--- config.mk ---
export PLATFORM = sky130hd
export DESIGN_NAME = param_arbiter
export DESIGN_NICKNAME = d
export VERILOG_FILES = /design/src/rtl/arb_pkg.sv /design/src/rtl/arb_lfsr.sv /design/src/rtl/param_arbiter.sv
export SDC_FILE = /design/constraint.sdc
export NUM_CORES = 1
export LEC_CHECK = 0
export ABC_AREA = 1
export ABC_CLOCK_PERIOD_IN_PS = 2700
export BUFFER_PORTS_ARGS = -buffer_cell sky130_fd_sc_hd__clkbuf_2
export CAP_MARGIN = 20
export CORE_UTILIZATION = 51
export DETAILED_ROUTE_END_ITERATION = 12
export PLACE_DENSITY = 0.7
export SYNTH_ARGS = -nofsm -noshare
export SYNTH_HDL_FRONTEND = slang
export SYNTH_HIERARCHICAL = 1
export SYNTH_SLANG_ARGS = --single-unit
--- constraint.sdc ---
create_clock -name clk -period 2.7 [get_ports clk]
set_input_delay 0 -clock clk [delete_from_list [all_inputs] [get_ports clk]]
set_output_delay 0 -clock clk [all_outputs]
set_load 0.01 [all_outputs]
--- src/rtl/arb_pkg.sv ---
// Shared definitions for param_arbiter: scheme encodings, LFSR taps and seed.
package arb_pkg;

    typedef enum logic [2:0] {
        ARB_FIXED_LOW   = 3'b000,
        ARB_FIXED_PROG  = 3'b001,
        ARB_ROUND_ROBIN = 3'b010,
        ARB_RANDOM      = 3'b011
    } arb_type_e;

    // Fibonacci feedback masks (bit k-1 set for tap k), maximal length per width.
    localparam logic [15:0] LFSR_TAPS [4:16] = '{
        16'h000C, 16'h0014, 16'h0030, 16'h0060, 16'h00B8, 16'h0110, 16'h0240,
        16'h0500, 16'h0829, 16'h100D, 16'h2015, 16'h6000, 16'hD008
    };

    // Bit 0 is set, so the seed stays nonzero when truncated to any width.
    localparam logic [15:0] LFSR_SEED = 16'hACE1;

endpackage

--- src/rtl/arb_lfsr.sv ---
// Free-running maximal-length Fibonacci LFSR; never enters the all-zero state.
module arb_lfsr
    import arb_pkg::*;
#(
    parameter int unsigned LFSR_W = 8
) (
    input  logic              clk,
    input  logic              rst_n,
    output logic [LFSR_W-1:0] value
);

    localparam logic [15:0]       TAPS_FULL = LFSR_TAPS[LFSR_W];
    localparam logic [LFSR_W-1:0] TAPS      = TAPS_FULL[LFSR_W-1:0];

    always_ff @(posedge clk or negedge rst_n) begin
        if (!rst_n) begin
            value <= LFSR_SEED[LFSR_W-1:0];
        end else begin
            value <= {value[LFSR_W-2:0], ^(value & TAPS)};
        end
    end

endmodule

--- src/rtl/param_arbiter.sv ---
// N_REQ-way arbiter: fixed, programmable-priority, round-robin and random
// schemes, with a bounded grant lock and registered one-hot grant.
module param_arbiter
    import arb_pkg::*;
#(
    parameter  int unsigned N_REQ  = 4,
    parameter  int unsigned LFSR_W = 8,
    localparam int unsigned IDX_W  = ($clog2(N_REQ) > 1) ? $clog2(N_REQ) : 1
) (
    input  logic             clk,
    input  logic             rst_n,
    input  logic [N_REQ-1:0] req,
    input  logic [2:0]       arb_type,
    input  logic [IDX_W-1:0] prio_sel,
    input  logic             lock_en,
    output logic [N_REQ-1:0] gnt,
    output logic [IDX_W-1:0] gnt_id,
    output logic             gnt_valid
);

    localparam int unsigned LOCK_MAX = N_REQ * 4;
    localparam int unsigned CNT_W    = $clog2(LOCK_MAX + 1);

    logic [LFSR_W-1:0] lfsr_val;
    logic              unused_lfsr_bits;
    logic [IDX_W-1:0]  last_id;
    logic [CNT_W-1:0]  hold_cnt;

    logic              lock_hit, at_limit, prio_hit, disabled, found;
    logic [N_REQ-1:0]  arb_req;
    logic [IDX_W:0]    rnd_ext, search;
    logic [IDX_W-1:0]  start, found_id;
    logic              nxt_valid;
    logic [IDX_W-1:0]  nxt_id;
    logic [CNT_W-1:0]  nxt_cnt;

    arb_lfsr #(.LFSR_W(LFSR_W)) u_lfsr (
        .clk   (clk),
        .rst_n (rst_n),
        .value (lfsr_val)
    );

    assign unused_lfsr_bits = ^lfsr_val;

    // Returns {found, index}: first set bit of vec at or above start, wrapping.
    function automatic logic [IDX_W:0] rr_search(input logic [N_REQ-1:0] vec,
                                                 input logic [IDX_W-1:0] from);
        logic [N_REQ-1:0] rot;
        logic [IDX_W-1:0] pos;
        logic [IDX_W:0]   sum;
        logic             hit;
        rot = N_REQ'({vec, vec} >> from);
        pos = '0;
        hit = 1'b0;
        for (int unsigned i = 0; i < N_REQ; i++) begin
            if (!hit && rot[i]) begin
                hit = 1'b1;
                pos = IDX_W'(i);
            end
        end
        sum = {1'b0, from} + {1'b0, pos};
        if (sum >= (IDX_W+1)'(N_REQ)) sum = sum - (IDX_W+1)'(N_REQ);
        return {hit, sum[IDX_W-1:0]};
    endfunction

    always_comb begin
        lock_hit = lock_en && |(req & gnt);
        at_limit = (hold_cnt == CNT_W'(LOCK_MAX));
        // At the lock limit the holder is masked out for one arbitration.
        arb_req  = (lock_hit && at_limit) ? (req & ~gnt) : req;
        prio_hit = |(arb_req & (N_REQ'(1) << prio_sel));
        rnd_ext  = {1'b0, lfsr_val[IDX_W-1:0]};
        if (rnd_ext >= (IDX_W+1)'(N_REQ)) rnd_ext = rnd_ext - (IDX_W+1)'(N_REQ);

        disabled = 1'b0;
        start    = '0;
        case (arb_type)
            ARB_FIXED_LOW:   start = '0;
            ARB_FIXED_PROG:  start = prio_hit ? prio_sel : '0;
            ARB_ROUND_ROBIN: start = (last_id == IDX_W'(N_REQ-1)) ? '0 : last_id + IDX_W'(1);
            ARB_RANDOM:      start = rnd_ext[IDX_W-1:0];
            default:         disabled = 1'b1;
        endcase

        search   = rr_search(arb_req, start);
        found    = search[IDX_W];
        found_id = search[IDX_W-1:0];

        nxt_valid = 1'b0;
        nxt_id    = '0;
        nxt_cnt   = '0;
        if (disabled) begin
            nxt_valid = 1'b0;
        end else if (lock_hit && !at_limit) begin
            nxt_valid = 1'b1;
            nxt_id    = gnt_id;
            nxt_cnt   = hold_cnt + CNT_W'(1);
        end else if (found) begin
            nxt_valid = 1'b1;
            nxt_id    = found_id;
            nxt_cnt   = CNT_W'(1);
        end else if (lock_hit) begin
            nxt_valid = 1'b1;
            nxt_id    = gnt_id;
            nxt_cnt   = CNT_W'(1);
        end
    end

    always_ff @(posedge clk or negedge rst_n) begin
        if (!rst_n) begin
            gnt       <= '0;
            gnt_id    <= '0;
            gnt_valid <= 1'b0;
            last_id   <= IDX_W'(N_REQ-1);
            hold_cnt  <= '0;
        end else begin
            gnt       <= nxt_valid ? (N_REQ'(1) << nxt_id) : '0;
            gnt_id    <= nxt_id;
            gnt_valid <= nxt_valid;
            hold_cnt  <= nxt_cnt;
            if (nxt_valid) last_id <= nxt_id;
        end
    end

endmodule

==> summary.md <==
| Metric | Value |
|---|---|
| Final Wtd Congestion | `0.923` |
| Die area | `0.00315 mm^2` |
| Num CTS Buffers | `3` |
| Routed vias | `1,339` |
| # clock sinks | `22` |
| Initial DRC Count | `88` |
| Detailed placement HPWL | `2420 um` |
| Worst setup SP type | `flip-flop` |
| CP arrival | `3.03 ns` |
| ANT cells | `0` |
| Syn_area_per_cell | `7.82 um^2` |
| DR pass1 iterations | `5` |
| Skew final | `0.00279 ns` |
| Root Buffer | `clkbuf_4` |
| LEAKAGE | `0.974 nW` |
| Global Route Usage Sum | `22.7%` |
| GR Overflow Total | `0` |
| Crit path required time | `2.94 ns` |
| RSZ-0062 raised after global routing | `true` |
| Final period utilization | `103%` |
| DRC viols | `0` |
| Initial antenna violation count | `0` |
| Crit Path Class | `flip-flop to flip-flop` |
| Max Used Layer | `met4` |
| Maximum vdd drop | `0.000483 V` |
| Met2 WL | `1710 um` |
| CP max FO | `9` |
| Mapped Cells | `191` |
| IO Count | `19` |
| M1 wire length | `1310 um` |
| Min Hold Slack | `0.136 ns` |
| FF+latch count, synth | `22` |
| Final hold violations | `0` |
| CTS HTree Levels | `1` |
| Post-route minimum period | `2.79 ns` |
| Fin worst setup slack | `-0.0891 ns` |
| Via density | `5.27` |
| Maxcap violations | `0` |
| Max_slew headroom | `59.6%` |
| Worst slew pin tran | `0.603 ns` |
| Worst-case clock buffer depth | `2` |
| Nets | `240` |
| Die Y | `56.1 um` |
| Total wire length | `3200 um` |
| Syn Nets | `207` |
| Global-route wire length before repair | `5760 um` |
| Slew Viols, Final | `0` |
| Hold WC Path Type | `input pin to flip-flop` |
| Synth unique cells | `26` |
| Power Density | `580 mW/mm^2` |
| Antenna viol nets, final | `0` |
| P&R area growth vs syn | `19.9%` |
| I/O Buffers | `18` |
| Violated checks | `setup timing` |
| Register area share after synthesis | `37.4%` |
| Layout Cells excl Fill | `254` |
| Fill cells | `225` |
| Vias in the first global route | `1,372` |
| Clk slew on worst S/H paths | `0.11 ns` |
| CTS tree | `built` |
| Mapped Area | `0.00149 mm^2` |
| WL per Instance | `12.6 um` |
| Post-place setup slack | `-0.0717 ns` |
| Placed cell count | `244` |
| YS warnings | `6` |
| Fmax | `359 MHz` |
| Clk_lat worst skew | `0.30 ns` |
| FP Rows | `19` |
| Initial Util | `54.1%` |
| Largest net degree at the start of global routing | `23` |
| DIE WIDTH | `56.1 um` |
| Metal3 WL | `94 um` |
| Layout cell share with drive strength beyond 1 | `37.7%` |
| Crit end category | `flip-flop` |
| Setup violators final | `6` |
| Status | `finished, violations left` |
| Core ar. | `0.00276 mm^2` |
[registers in the layout, indices dropped and copies added, names as in the netlist]
name          flops
last_id           2
gnt               4
gnt_id            2
gnt_valid         1
u_lfsr/value      8
hold_cnt          5
[synth_stat cells]
library cell  number  share of area, %
nand3b_1           1              0.50
ha_1               4               3.4
a22oi_4            1               1.4
dfstp_2            6                11
nor2_2             3               1.3
a21boi_4           1               1.3
o21ai_2            1              0.59
nand2_1           48                12
nor2_4             4               3.0
a21oi_1            3               1.0
o21ai_0            1              0.33
xor2_1             3               1.8
inv_1             23               5.8
nand2_4            4               3.0
xnor2_1            2               1.2
nand3_1           32                11
nand4_2            1              0.84
a22oi_2            1              0.84
nand3_2            2               1.3
dfrtp_1           16                27
inv_4              1              0.42
nand2_2           12               5.0
nand4_1            2              0.84
inv_2              6               1.5
nor3_2             3               2.0
nor2_1            10               2.5
[routing by layer]
| layer | GRT usage (%) | up-vias |
|---|---|---|
| met1 | 26.8 | 616 |
| li1 | - | 669 |
| met2 | 41.7 | 43 |
| met5 | 0 | - |
| met4 | 9.06 | 0 |
| met3 | 2.56 | 11 |
[critical path, cell delays in order (launching register included)]
cell and delay [ns]:
dfrtp_1 0.39, inv_1 0.06, ha_1 0.15, nand2_2 0.06, nor2_4 0.14, nand4_1 0.14, nand3_1 0.10, nand2_2 0.09
nand2_4 0.12, nand2_8 0.09, nand2_2 0.08, nand3_1 0.09, nand2_1 0.11, nand2_1 0.08, a21oi_2 0.12, ha_2 0.20
xor2_2 0.15, inv_1 0.06, a21oi_1 0.11, nand3_1 0.10, nand2_2 0.12, nand2_4 0.09, nor2_4 0.08
[cell usage in the layout, fill, tap and decap left out, types with 3 or more instances in the layout]
master,n
clkbuf_4,3
buf_4,8
nand3_1,31
dfrtp_1,16
ha_1,3
dfstp_2,6
nor2_4,5
clkbuf_2,18
nand2_2,16
nand2_1,45
inv_2,6
nand3_2,3
nor2_1,10
inv_1,23
nor3_2,3
nand2_4,3
[path summary, 6_finish.rpt]
| check | from | slack [ns] | end | cells after the start |
|---|---|---|---|---|
| setup / recovery | hold_cnt[0]$_DFF_PN0_ | -0.09 | gnt[3]$_DFF_PN0_ | 22 |
| hold / removal | arb_type[2] | 0.14 | last_id[1]$_DFFE_PN1P_ | 4 |
| setup reg to reg | hold_cnt[0]$_DFF_PN0_ | -0.09 | gnt[3]$_DFF_PN0_ | 22 |
| hold reg to reg | u_lfsr/value[6]$_DFF_PN1_ | 0.37 | u_lfsr/value[7]$_DFF_PN1_ | 0 |
| max in group asynchronous | rst_n | 2.16 | u_lfsr/value[0]$_DFF_PN1_ | 2 |
| min in group asynchronous | rst_n | 0.18 | u_lfsr/value[4]$_DFF_PN0_ | 2 |
[cell type report]
class / count / area (um^2) / area share (%)
multi-input combinational: 140 / 866 / 48.4
sequential: 22 / 558 / 31.2
timing repair buffer: 27 / 160 / 8.94
inverter: 30 / 115 / 6.43
tap: 31 / 38.8 / 2.17
clock inverter: 1 / 30.0 / 1.68
clock buffer: 3 / 22.5 / 1.26
[stage by stage]
stage	setup TNS (ns)	power, mW	area (um^2)	utilization [%]
final	-0.326	1.04	1790	64.9
after detailed placement	-0.171	0.774	1650	59.9
after floorplan	0	0.669	1490	-
after global routing	-1.83	1.11	1790	64.9
after CTS	-0.147	1.04	1770	64.1
after global placement	-0.0292	0.766	1650	59.9
[power breakdown]
part	internal, mW	switching [mW]	leakage [nW]
registers	0.376	0.0283	0.278
logic	0.144	0.248	0.669
clock network	0.150	0.0930	0.0279
total	0.670	0.369	0.974
[cell families (layout without fill, tap and decap cells)]
kind of cell / count (synthesis) / after routing / synth area share [%]
DFF: 22 / 22 / 37.4
adders and majority gates: 4 / 4 / 3.35
AOI/OAI and AO/OA: 8 / 8 / 5.45
and+or+nand+nor: 122 / 123 / 43.2
xor gates and xnor gates: 5 / 5 / 2.93
buffers and inverters: 30 / 61 / 7.71
[timing repair]
action / 4_1_cts / 5_1_grt
gates cloned: 1 / 0
setup buffers: 2 / 2
hold buffers: 1 / 0
endpoints found under the setup margin: 6 / 7
gates resized for setup: 8 / 1
pin swaps: 13 / 6
hold endpoints to repair: 19 / 0
No activity file was read; power rests on OpenSTA's default activity.
